$ cat config.mk
export PLATFORM = sky130hd
export DESIGN_NAME = bin8_to_bcd_seq
export DESIGN_NICKNAME = d
export VERILOG_FILES = /design/src/rtl/bcd_pkg.sv /design/src/rtl/bcd_nibble_adj.sv /design/src/rtl/bin8_to_bcd_seq.sv
export SDC_FILE = /design/constraint.sdc
export NUM_CORES = 1
export LEC_CHECK = 0
export CORE_AREA = 2 2 63 65
export DETAILED_ROUTE_END_ITERATION = 16
export DIE_AREA = 0 0 65 67
export GPL_ROUTABILITY_DRIVEN = 0
export GPL_TIMING_DRIVEN = 0
export PLACE_DENSITY = 0.71
export RECOVER_POWER = 100
export SYNTH_ARGS = -nofsm -noshare
export SYNTH_HDL_FRONTEND = slang
export SYNTH_SLANG_ARGS = --single-unit
$ cat constraint.sdc
create_clock -name CLOCK_50 -period 1.5 [get_ports CLOCK_50]
set_clock_uncertainty 0.1 [all_clocks]
set_input_delay 0.45 -clock CLOCK_50 [delete_from_list [all_inputs] [get_ports CLOCK_50]]
set_output_delay 0.45 -clock CLOCK_50 [all_outputs]
set_load 0.1 [all_outputs]
$ cat src/rtl/bcd_pkg.sv
// Shared definitions for the sequential binary-to-BCD converter.
// Contents: FSM state type, field widths, and derived layout of the working
// shift register {hund, tens, ones, bin}.
package bcd_pkg;

  localparam int unsigned BIN_W  = 8;  // binary input width
  localparam int unsigned ITER   = 8;  // one shift per input bit
  localparam int unsigned BCD_W  = 4;  // ones / tens nibble width
  localparam int unsigned HUND_W = 2;  // hundreds field, 0..2 only

  // Working register layout, LSB first: bin, ones, tens, hund.
  localparam int unsigned SR_W    = HUND_W + 2 * BCD_W + BIN_W;
  localparam int unsigned ONES_LO = BIN_W;
  localparam int unsigned TENS_LO = BIN_W + BCD_W;
  localparam int unsigned HUND_LO = BIN_W + 2 * BCD_W;

  localparam int unsigned CNT_W = 3;  // counts 0..ITER-1

  typedef enum logic {
    IDLE,
    SHIFT
  } state_e;

endpackage

$ cat src/rtl/bcd_nibble_adj.sv
// Double-dabble digit correction: adds 3 to a BCD nibble that is >= 5 so
// the following left shift carries correctly into the next decimal digit.
// Ports:
//   nibble   - BCD digit before correction
//   adjusted - corrected digit
module bcd_nibble_adj
  import bcd_pkg::*;
(
  input  logic [BCD_W-1:0] nibble,
  output logic [BCD_W-1:0] adjusted
);

  always_comb begin
    adjusted = nibble;
    if (nibble >= BCD_W'(5)) adjusted = nibble + BCD_W'(3);
  end

endmodule

$ cat src/rtl/bin8_to_bcd_seq.sv
// Sequential shift-and-add-3 converter: 8-bit binary to three BCD digits.
// A START seen in IDLE captures BIN; eight shift cycles later the digits
// are registered onto ONES/TENS/HUNDREDS together with a one-cycle DONE.
// Ports:
//   CLOCK_50  - system clock, rising edge
//   RESET_N   - asynchronous active-low reset
//   START     - conversion request, honoured only while idle
//   BIN       - binary value, captured on the accepting edge
//   BUSY      - conversion in progress
//   DONE      - one-cycle pulse, digits updated on the same edge
//   ONES/TENS/HUNDREDS - last completed result, held between conversions
module bin8_to_bcd_seq
  import bcd_pkg::*;
#(
  parameter int unsigned WIDTH = 8  // only 8 is supported
) (
  input  logic              CLOCK_50,
  input  logic              RESET_N,
  input  logic              START,
  input  logic [WIDTH-1:0]  BIN,
  output logic              BUSY,
  output logic              DONE,
  output logic [BCD_W-1:0]  ONES,
  output logic [BCD_W-1:0]  TENS,
  output logic [HUND_W-1:0] HUNDREDS
);

  state_e              state_q, state_d;
  logic [SR_W-1:0]     sr_q, sr_d;
  logic [CNT_W-1:0]    cnt_q, cnt_d;
  logic                busy_q, busy_d;
  logic                done_q, done_d;
  logic [BCD_W-1:0]    ones_q, ones_d;
  logic [BCD_W-1:0]    tens_q, tens_d;
  logic [HUND_W-1:0]   hund_q, hund_d;

  logic [BCD_W-1:0]    ones_adj, tens_adj;
  logic [SR_W-1:0]     sr_adj, sr_shift;

  bcd_nibble_adj u_adj_ones (
    .nibble   (sr_q[ONES_LO +: BCD_W]),
    .adjusted (ones_adj)
  );

  bcd_nibble_adj u_adj_tens (
    .nibble   (sr_q[TENS_LO +: BCD_W]),
    .adjusted (tens_adj)
  );

  // Hundreds never reaches 5 for an 8-bit input, so it is left uncorrected.
  always_comb begin
    sr_adj   = {sr_q[HUND_LO +: HUND_W], tens_adj, ones_adj, sr_q[BIN_W-1:0]};
    sr_shift = {sr_adj[SR_W-2:0], 1'b0};
  end

  always_comb begin
    state_d = state_q;
    sr_d    = sr_q;
    cnt_d   = cnt_q;
    busy_d  = busy_q;
    done_d  = 1'b0;
    ones_d  = ones_q;
    tens_d  = tens_q;
    hund_d  = hund_q;
    unique case (state_q)
      IDLE: begin
        if (START) begin
          sr_d    = {{(SR_W - BIN_W){1'b0}}, BIN[BIN_W-1:0]};
          cnt_d   = '0;
          busy_d  = 1'b1;
          state_d = SHIFT;
        end
      end
      SHIFT: begin
        sr_d  = sr_shift;
        cnt_d = cnt_q + 1'b1;
        // Final shift: publish the post-shift digits on this same edge.
        if (cnt_q == CNT_W'(ITER - 1)) begin
          ones_d  = sr_shift[ONES_LO +: BCD_W];
          tens_d  = sr_shift[TENS_LO +: BCD_W];
          hund_d  = sr_shift[HUND_LO +: HUND_W];
          busy_d  = 1'b0;
          done_d  = 1'b1;
          state_d = IDLE;
        end
      end
      default: state_d = IDLE;
    endcase
  end

  always_ff @(posedge CLOCK_50 or negedge RESET_N) begin
    if (!RESET_N) begin
      state_q <= IDLE;
      sr_q    <= '0;
      cnt_q   <= '0;
      busy_q  <= 1'b0;
      done_q  <= 1'b0;
      ones_q  <= '0;
      tens_q  <= '0;
      hund_q  <= '0;
    end else begin
      state_q <= state_d;
      sr_q    <= sr_d;
      cnt_q   <= cnt_d;
      busy_q  <= busy_d;
      done_q  <= done_d;
      ones_q  <= ones_d;
      tens_q  <= tens_d;
      hund_q  <= hund_d;
    end
  end

  assign BUSY     = busy_q;
  assign DONE     = done_q;
  assign ONES     = ones_q;
  assign TENS     = tens_q;
  assign HUNDREDS = hund_q;

endmodule
==> results of run 1 <==
==> worst max-delay path, delay by kind of cell (launching register included) <==
family | cells | cell delay, ps
adder cells (fa/ha/maj) | 2 | 390
AND/OR/NAND/NOR | 3 | 640
flip-flops | 1 | 400
==> stage by stage <==
step | setup WS, ps | util (%) | cells | cell area, µm²
final | -80.8 | 63.5 | 268 | 2290
after global routing | -165 | 63.5 | 268 | 2290
after CTS | -61.3 | 60.2 | 262 | 2170
after detailed placement | -533 | 54.3 | 242 | 1960
after global placement | -741 | 54.4 | 242 | 1960
after floorplan | -14.0 | - | 173 | 1690
==> metal layers <==
layer / GRT usage, % / vias up / wire length, µm
met5: 0 / - / 0
met4: 10.4 / 0 / 93
met3: 4.90 / 10 / 220
met2: 35.8 / 54 / 2100
met1: 23.9 / 749 / 1720
li1: - / 707 / -
==> layout by cell type (no fill, tap or decap), drive strengths merged <==
cell type / count
a2111o: 2
a211o: 2
a211oi: 1
a21boi: 1
a21oi: 3
a22o: 2
a2bb2oi: 1
a311o: 1
a31oi: 2
and2b: 1
buf: 40
clkbuf: 8
clkdlybuf4s50: 8
clkinv: 2
clkinvlp: 1
dfrtp: 33
ha: 6
inv: 10
mux2i: 9
nand2: 28
nand2b: 3
nand3: 12
nand4: 3
nor2: 5
nor2b: 3
nor3: 1
nor3b: 4
nor4: 1
o2111ai: 1
o211ai: 2
o21ai: 14
o22ai: 2
o311ai: 1
o31ai: 3
o32a: 1
or4: 3
==> repair_timing <==
action,CTS,global route
setup buffers,12,5
resized for setup,90,23
pin swaps,9,6
endpoints found under the hold margin,0,0
setup endpoints to repair,28,24
cloned,0,1
==> state kept, by name, indices dropped and copies added (netlist names) <==
name / cells
sr_q: 17
DONE: 1
HUNDREDS: 2
TENS: 4
BUSY: 1
cnt_q: 3
ONES: 4
state_q: 1
==> worst min path at each step <==
| stage | endpoint | from | slack [ps] |
|---|---|---|---|
| 2_1_floorplan | BUSY$_DFFE_PN0P_ | RESET_N | 50 |
| 3_3_place_gp | HUNDREDS[1]$_DFFE_PN0P_ | sr_q[16]$_DFFE_PN0P_ | 360 |
| 3_5_place_dp | HUNDREDS[1]$_DFFE_PN0P_ | HUNDREDS[1]$_DFFE_PN0P_ | 360 |
| 4_1_cts | TENS[3]$_DFFE_PN0P_ | RESET_N | 140 |
| 5_1_grt | TENS[2]$_DFFE_PN0P_ | RESET_N | 210 |
| 6_report | HUNDREDS[1]$_DFFE_PN0P_ | RESET_N | 150 |
==> cells by family after synthesis <==
logic type | after synthesis | synth area share, %
compound gates | 39 | 15.9
fa+ha+maj | 6 | 4.46
buf+inv | 22 | 6.18
flops | 33 | 49.1
mux | 9 | 5.36
simple gates | 64 | 19.0
==> area by class of cell <==
type / instances / area share, %
Multi-Input combinational cell: 118 / 37.7
Sequential cell: 33 / 36.0
Timing Repair Buffer: 39 / 14.9
Buffer: 12 / 3.22
Clock buffer: 5 / 3.00
Tap cell: 48 / 2.62
Inverter: 10 / 1.75
Clock inverter: 3 / 0.765
==> impl_metrics.env, run 1 <==
export IMPL_status="finished with violations"
export IMPL_violations="negative setup slack"
export IMPL_wl_per_cell_um=15.4
export IMPL_grt_max_degree=34
export IMPL_max_freq_mhz=633
export IMPL_clk_pin_slew_ps=70
export IMPL_multi_input_area_um2=863
export IMPL_insertion_delay_ps=280
export IMPL_regToRegSetupSlack_ps=-80
export IMPL_start_kind="flop"
export IMPL_critPathArrivalTime_ps=1700
export IMPL_crit_type="flop to flop"
export IMPL_dieArea_mm2=0.00436
export IMPL_hold_path_class="input port to async pin"
export IMPL_setup_ws_ps=-80.8
export IMPL_cts_buffers=5
export IMPL_async_flop_share_pct=100
export IMPL_syn2layout_area_growth_pct=36.2
export IMPL_postCtsHoldBufs=0
export IMPL_crit_path_end_kind="flop"
export IMPL_finalCritPeriodShare_pct=105
export IMPL_hold_violations=0
export IMPL_rsz0062_at_grt="true"
export IMPL_yosys_warnings=0
export IMPL_via_count=1520
export IMPL_drive_gt1_share_pct=32.7
export IMPL_synth_area_per_cell_um2=9.72
export IMPL_ys_types=36
export IMPL_design_core_area_mm2=0.00361
export IMPL_htreeDepth=2
export IMPL_grt_overflow_total=0
export IMPL_slew_headroom_pct=46.0
export IMPL_rows=22
export IMPL_finalSetupViolCount=6
export IMPL_drt_iter0_drc=89
export IMPL_holdWs_ps=146
export IMPL_synth_seq_area_share_pct=49.1
export IMPL_ant_nets=0
export IMPL_startpoint="cnt_q[0]$_DFFE_PN0P_"
export IMPL_dominantRegCellSynth="dfrtp_1"
export IMPL_synth_most_common_cell="dfrtp_1"
export IMPL_avgViaCountPerCell=5.67
export IMPL_maxCapViolCount=0
export IMPL_hpwl_mm=2.51
export IMPL_syn_inst=173
export IMPL_grt_pass1_wl_mm=6.96
export IMPL_cp_max_fo=7
export IMPL_crit_path_top_delay_cell="or4_1"
export IMPL_cts_tree="yes"
export IMPL_dr_pass1_iters=4
export IMPL_synth_top_area_share_pct=49.1
export IMPL_r2r_end="HUNDREDS[0]$_DFFE_PN0P_"
export IMPL_io_pins=23
export IMPL_antenna_found_initial=0
export IMPL_finalCriticalPeriod_ps=1580
export IMPL_root_buffer="clkbuf_8"
export IMPL_synth_edff_count=0
export IMPL_cp_endpoint="HUNDREDS[0]$_DFFE_PN0P_"
export IMPL_synth_common_cells="dfrtp_1 (33), nand2_1 (27), o21ai_0 (14), nand3_1 (12), inv_1 (10)"
export IMPL_synth_area_mm2=0.00168
export IMPL_drc=0
export IMPL_drt_total_wl_mm=4.13
export IMPL_worst_pin_slew_ps=810
export IMPL_ys_top_cells_by_area="dfrtp_1 (49%), nand2_1 (6.0%), mux2i_1 (5.4%)"
export IMPL_cp_cell_sequence="ha_2 > ha_4 > nand2_8 > or4_1 > nand3_1"
export IMPL_clk_path_buf_depth=2
export IMPL_yosys_area_top_type="dfrtp_1"
export IMPL_syn_num_nets=190
export IMPL_antenna_cells=0
export IMPL_die_w_um=65
export IMPL_fin_nets=236
export IMPL_grt_pass1_vias=1545
export IMPL_r2r_cells=5
export IMPL_initial_core_util_pct=46.6
export IMPL_setup_tns_ps=-258
export IMPL_final_fill_count=298
export IMPL_grt_usage_pct=20.7
export IMPL_portBuffers=21
export IMPL_clock_sinks=33
export IMPL_die_h_um=67
export IMPL_slowest_delay_ps=470
export IMPL_ff_latch_area_um2=826
export IMPL_regToRegStartpoint="cnt_q[0]$_DFFE_PN0P_"
export IMPL_synth_seq_cells=33
export IMPL_drv_slew=0
export IMPL_cp_data_required_time_ps=1620
Power of run 1 is not shown: default switching activity piles up to over one toggle a cycle in this logic, so the estimate is an artifact.
==> run 2, diff against run 1 <==
--- a/config.mk
+++ b/config.mk
@@ -5,13 +5,15 @@
 export SDC_FILE = /design/constraint.sdc
 export NUM_CORES = 1
 export LEC_CHECK = 0
-export CORE_AREA = 2 2 63 65
+export ABC_AREA = 1
+export CORE_AREA = 2 2 61 63
 export DETAILED_ROUTE_END_ITERATION = 16
-export DIE_AREA = 0 0 65 67
+export DIE_AREA = 0 0 63 65
 export GPL_ROUTABILITY_DRIVEN = 0
 export GPL_TIMING_DRIVEN = 0
-export PLACE_DENSITY = 0.71
+export PLACE_DENSITY = 0.78
 export RECOVER_POWER = 100
+export REMOVE_ABC_BUFFERS = 1
 export SYNTH_ARGS = -nofsm -noshare
 export SYNTH_HDL_FRONTEND = slang
 export SYNTH_SLANG_ARGS = --single-unit
==> run 2 against run 1 <==
The flow now finishes without violations. Hold slack got worse by 65 ps. Maximum frequency is 6.1% higher. Sequential cell count unchanged. Critical path depth fell by 4. Clock-buffer cell count is 2 higher. Wire length decreased by 31%.
==> impl_metrics.env, run 2 <==
export IMPL_status="finished, final reports clean"
export IMPL_finalSetupViolCount=0
export IMPL_root_buffer="clkbuf_4"
export IMPL_yosys_area_share_adder_pct=4.87
export IMPL_grt_pass1_vias=1145
export IMPL_htreeDepth=2
export IMPL_synth_top_family_by_area="simple AND/OR/NAND/NOR gates"
export IMPL_synth_top_area_share_pct=53.6
export IMPL_slowest_delay_ps=430
export IMPL_design_core_area_mm2=0.00350
export IMPL_hold_path_class="input port to async pin"
export IMPL_postCtsHoldBufs=0
export IMPL_slew_headroom_pct=46.9
export IMPL_finalCriticalPeriod_ps=1490
export IMPL_setup_ws_ps=9.85
export IMPL_top_register="sr_q"
export IMPL_grt_max_degree=34
export IMPL_synth_seq_cells=33
export IMPL_die_w_um=63
export IMPL_top_layer_used="met4"
export IMPL_dr_pass1_iters=4
export IMPL_synth_xor_area_share_pct=0
export IMPL_max_freq_mhz=671
export IMPL_initial_core_util_pct=44.1
export IMPL_crit_path_top_delay_cell="dfrtp_1"
export IMPL_crit_type="flop to output port"
export IMPL_synth_area_mm2=0.00154
export IMPL_dominantRegCellSynth="dfrtp_1"
export IMPL_io_pins=23
export IMPL_async_flop_share_pct=100
export IMPL_syn2layout_area_growth_pct=31.1
export IMPL_synth_compound_area_share_pct=7.39
export IMPL_layout_common_cells="nand2_1 (70), dfrtp_1 (32), inv_1 (15), nand3_1 (15), buf_12 (13)"
export IMPL_drc=0
export IMPL_grt_overflow_total=0
export IMPL_portBuffers=22
export IMPL_ys_top_cells_by_area="dfrtp_1 (54%), nand2_1 (17%), ha_1 (4.9%)"
export IMPL_drv_slew=0
export IMPL_wirelength_met1_mm=1.30
export IMPL_synth_common_cells="nand2_1 (71), dfrtp_1 (33), nand3_1 (15), inv_1 (14), o21ai_0 (9)"
export IMPL_antenna_cells=0
export IMPL_stdcell_area_mm2=0.00202
export IMPL_cts_buffers=5
export IMPL_yosys_warnings=0
export IMPL_start_kind="flop"
export IMPL_synth_seq_area_share_pct=53.6
export IMPL_grt_pass1_wl_mm=4.85
export IMPL_synth_edff_count=0
export IMPL_layout_cells_non_filler=256
export IMPL_synth_most_common_cell="nand2_1"
export IMPL_cp_top_family="flip-flops"
export IMPL_synth_mux_area_share_pct=0
export IMPL_cts_tree="yes"
export IMPL_synth_area_per_cell_um2=8.70
export IMPL_final_common_cell="nand2_1"
export IMPL_ant_nets=0
export IMPL_maxCapViolCount=0
export IMPL_fin_nets=224
export IMPL_crit_buf_inv=1
export IMPL_pre_cts_slack_ps=-538
export IMPL_drive_gt1_share_pct=16.8
export IMPL_wl_met2_mm=1.36
export IMPL_worst_pin_slew_ps=796
export IMPL_cp_data_required_time_ps=950
export IMPL_antenna_found_initial=0
export IMPL_setup_tns_ps=0
export IMPL_finalCritPeriodShare_pct=99.3
export IMPL_drt_total_wl_mm=2.87
export IMPL_rsz0062_at_grt="true"
export IMPL_drt_iter0_drc=38
export IMPL_hold_violations=0
export IMPL_critPathArrivalTime_ps=940
export IMPL_dieArea_mm2=0.00410
export IMPL_clk_pin_slew_ps=100
export IMPL_grt_usage_pct=15.7
export IMPL_die_h_um=65
export IMPL_cp_max_fo=2
export IMPL_hpwl_mm=1.90
export IMPL_ys_types=21
export IMPL_wl_per_cell_um=11.2
export IMPL_place_area_mm2=0.00178
export IMPL_final_fill_count=325
export IMPL_syn_inst=177
export IMPL_clock_sinks=33
export IMPL_via_count=1226
export IMPL_yosys_area_top_type="dfrtp_1"
export IMPL_largest_reg_flops=17
export IMPL_clk_path_buf_depth=2
export IMPL_rows=22
export IMPL_avgViaCountPerCell=4.79
export IMPL_crit_path_end_kind="output port"
export IMPL_dp_cells=243
export IMPL_cp_cell_sequence="buf_12"
export IMPL_synth_simple_area_share_pct=27.6
export IMPL_insertion_delay_ps=330
export IMPL_wl_met3_um=160
run 2: stage by stage:
step	hold slack [ps]	util, %
5_1_grt	107	57.8
4_1_cts	65.5	55.4
2_1_floorplan	54.4	-
3_3_place_gp	357	51.0
6_report	80.6	57.8
3_5_place_dp	366	50.9
run 2: worst paths after layout:
kind	start	to	slack (ps)	cells after the start
worst max register to register	sr_q[8]$_DFFE_PN0P_	ONES[3]$_DFFE_PN0P_	80	5
worst min-delay path	RESET_N	ONES[3]$_DFFE_PN0P_	80	1
max in group asynchronous	RESET_N	state_q$_DFF_PN0_	670	1
worst max-delay path	ONES[2]$_DFFE_PN0P_	ONES[2]	10	1
min in group CLOCK_50	sr_q[16]$_DFFE_PN0P_	HUNDREDS[1]$_DFFE_PN0P_	390	2
worst min register to register	sr_q[16]$_DFFE_PN0P_	HUNDREDS[1]$_DFFE_PN0P_	390	2
run 2: final cells by class:
type	instances	area, µm²	area share, %
clock buffers	7	65.1	3.22
clock inverters	1	5.00	0.248
inverters	17	63.8	3.16
multi-input cells	123	617	30.5
flip-flops and latches	33	827	41.0
well taps	48	60.1	2.97
repair buffers	27	382	18.9
run 2: metal layers:
metal | up-vias | track usage [%]
met1 | 567 | 17.7
met4 | 0 | 7.50
met3 | 6 | 5.73
met2 | 31 | 26.3
li1 | 622 | -
met5 | - | 0
run 2: cell families (layout without fill, tap and decap cells):
logic type	count (synthesis)	in the layout
adder cells (fa/ha/maj)	6	6
AO/OA/AOI/OAI	19	19
buffers and inverters	21	52
flip-flops	33	33
AND/OR/NAND/NOR	98	98
run 2: repair_timing:
action / in CTS / in global routing
gates resized for setup: 100 / 13
setup buffers: 1 / 4
pin swaps: 0 / 0
setup endpoints to repair: 34 / 24
hold endpoints to repair: 0 / 0
Power of run 2 is left out for the same reason.
==> run 3, diff against run 2 <==
--- a/config.mk
+++ b/config.mk
@@ -6,12 +6,16 @@
 export NUM_CORES = 1
 export LEC_CHECK = 0
 export ABC_AREA = 1
-export CORE_AREA = 2 2 61 63
+export CELL_PAD_IN_SITES_DETAIL_PLACEMENT = 1
+export CELL_PAD_IN_SITES_GLOBAL_PLACEMENT = 1
+export CORE_AREA = 2 2 69 71
+export CTS_CLUSTER_DIAMETER = 120
 export DETAILED_ROUTE_END_ITERATION = 16
-export DIE_AREA = 0 0 63 65
+export DIE_AREA = 0 0 71 73
 export GPL_ROUTABILITY_DRIVEN = 0
 export GPL_TIMING_DRIVEN = 0
-export PLACE_DENSITY = 0.78
+export HOLD_SLACK_MARGIN = 0.02
+export PLACE_DENSITY = 0.79
 export RECOVER_POWER = 100
 export REMOVE_ABC_BUFFERS = 1
 export SYNTH_ARGS = -nofsm -noshare
==> run 3 against run 2 <==
First-iteration DRC count grew 29%. Wire length grew 15%. Core utilization shrank 15 points. Sequential cell count is the same. Critical path depth is the same. Via count grew 1.5%. Register-to-register slack gained 30 ps. Final cell count grew 2.0%. Sequential share of layout area grew 2.1 points. Critical path type unchanged. Largest cell class unchanged. Highest routed layer unchanged.
==> impl_metrics.env, run 3 (same netlist as run 2, synthesis figures left out) <==
export IMPL_hold_violations=0
export IMPL_setup_tns_ps=0
export IMPL_maxCapViolCount=0
export IMPL_drv_slew=0
export IMPL_io_pins=23
export IMPL_slew_headroom_pct=45.0
export IMPL_dieArea_mm2=0.00518
export IMPL_place_area_mm2=0.00179
export IMPL_grt_max_degree=34
export IMPL_crit_path_end_kind="output port"
export IMPL_drc=0
export IMPL_worst_pin_slew_ps=825
export IMPL_htreeDepth=2
export IMPL_final_common_cell="nand2_1"
export IMPL_fin_nets=223
export IMPL_rsz0062_at_grt="false"
export IMPL_ant_nets=0
export IMPL_r2r_cells=6
export IMPL_regToRegStartpoint="cnt_q[0]$_DFFE_PN0P_"
export IMPL_antenna_cells=0
export IMPL_die_h_um=73
export IMPL_max_freq_mhz=692
export IMPL_start_kind="flop"
export IMPL_hold_path_class="input port to async pin"
export IMPL_stdcell_area_mm2=0.00192
export IMPL_crit_type="flop to output port"
export IMPL_initial_core_util_pct=34.0
export IMPL_finalCritPeriodShare_pct=96.4
export IMPL_grt_pass1_wl_mm=6.02
export IMPL_cp_data_required_time_ps=950
export IMPL_syn2layout_area_growth_pct=24.8
export IMPL_drt_iter0_drc=49
export IMPL_critPathArrivalTime_ps=900
export IMPL_clk_path_buf_depth=2
export IMPL_clk_pin_slew_ps=70
export IMPL_root_buffer="clkbuf_8"
export IMPL_layout_common_cells="nand2_1 (70), dfrtp_1 (32), nand3_1 (15), inv_1 (12), buf_6 (11)"
export IMPL_portBuffers=22
export IMPL_cts_buffers=5
export IMPL_die_w_um=71
export IMPL_grt_pass1_vias=1301
export IMPL_r2r_end="TENS[2]$_DFFE_PN0P_"
export IMPL_finalSetupViolCount=0
export IMPL_finalCriticalPeriod_ps=1450
export IMPL_via_count=1245
export IMPL_dr_pass1_iters=4
export IMPL_drt_total_wl_mm=3.31
export IMPL_avgViaCountPerCell=4.77
export IMPL_fin_util_pct=42.4
export IMPL_hpwl_mm=2.23
export IMPL_design_core_area_mm2=0.00454
export IMPL_largest_reg_flops=17
export IMPL_drive_gt1_share_pct=18.4
export IMPL_antenna_found_initial=0
export IMPL_cp_cell_sequence="buf_4"
export IMPL_top_register="sr_q"
export IMPL_slowest_delay_ps=330
export IMPL_cp_max_fo=1
export IMPL_status="finished, final reports clean"
export IMPL_insertion_delay_ps=290
export IMPL_grt_overflow_total=0
export IMPL_crit_buf_inv=1
export IMPL_crit_path_top_delay_cell="dfrtp_1"
export IMPL_wl_per_cell_um=12.7
export IMPL_holdWs_ps=150
export IMPL_clock_sinks=33
export IMPL_cts_tree="yes"
export IMPL_grt_usage_pct=15.2
export IMPL_cp_top_family="flip-flops"
export IMPL_regToRegSetupSlack_ps=110
export IMPL_rows=25
-- run 3: stage by stage --
stage | std cells | worst slack [ps]
after floorplan | 173 | 52.1
after global placement | 249 | -804
after detailed placement | 249 | -518
after CTS | 260 | 3.23
after global routing | 261 | 9.67
final | 261 | 54.7
-- run 3: worst max-delay path by stage --
stage / end / cells past startpoint / slack, ps / startpoint
finish: DONE / 1 / 50 / DONE$_DFF_PN0_
global route: sr_q[0]$_DFFE_PN0P_ / 3 / 10 / state_q$_DFF_PN0_
CTS: ONES[1] / 1 / 3 / ONES[1]$_DFFE_PN0P_
detailed placement: TENS[0] / 1 / -520 / TENS[0]$_DFFE_PN0P_
global placement: sr_q[14]$_DFFE_PN0P_ / 1 / -800 / RESET_N
floorplan: BUSY / 0 / 50 / BUSY$_DFFE_PN0P_
-- run 3: worst reg2reg max path: cells and delay by family, from the launching register on --
kind / cells / cell delay [ps]
fa+ha+maj: 2 / 420
flops: 1 / 400
simple gates: 3 / 250
buf+inv: 1 / 120
-- run 3: timing repair --
| action | CTS | global route |
|---|---|---|
| setup endpoints to repair | 36 | 21 |
| hold buffers | 0 | 0 |
| setup buffers | 3 | 1 |
| pin swaps | 0 | 1 |
| resized for setup | 75 | 15 |
-- run 3: routing by layer --
layer  vias up  track usage [%]  wire [µm]
li1        616                -          -
met3         8             5.66        169
met1       593             18.0       1510
met4         0             7.55         79
met2        28             24.5       1550
met5         -                0          0
-- run 3: cell type report --
class | instances | area (µm²)
clock buffer | 6 | 72.6
clock inverter | 2 | 10.0
fill | 540 | 2610
inverter | 17 | 63.8
multi-input combinational | 123 | 627
sequential | 33 | 827
tap | 54 | 67.6
timing repair buffer | 26 | 254
Power of run 3 is left out for the same reason.
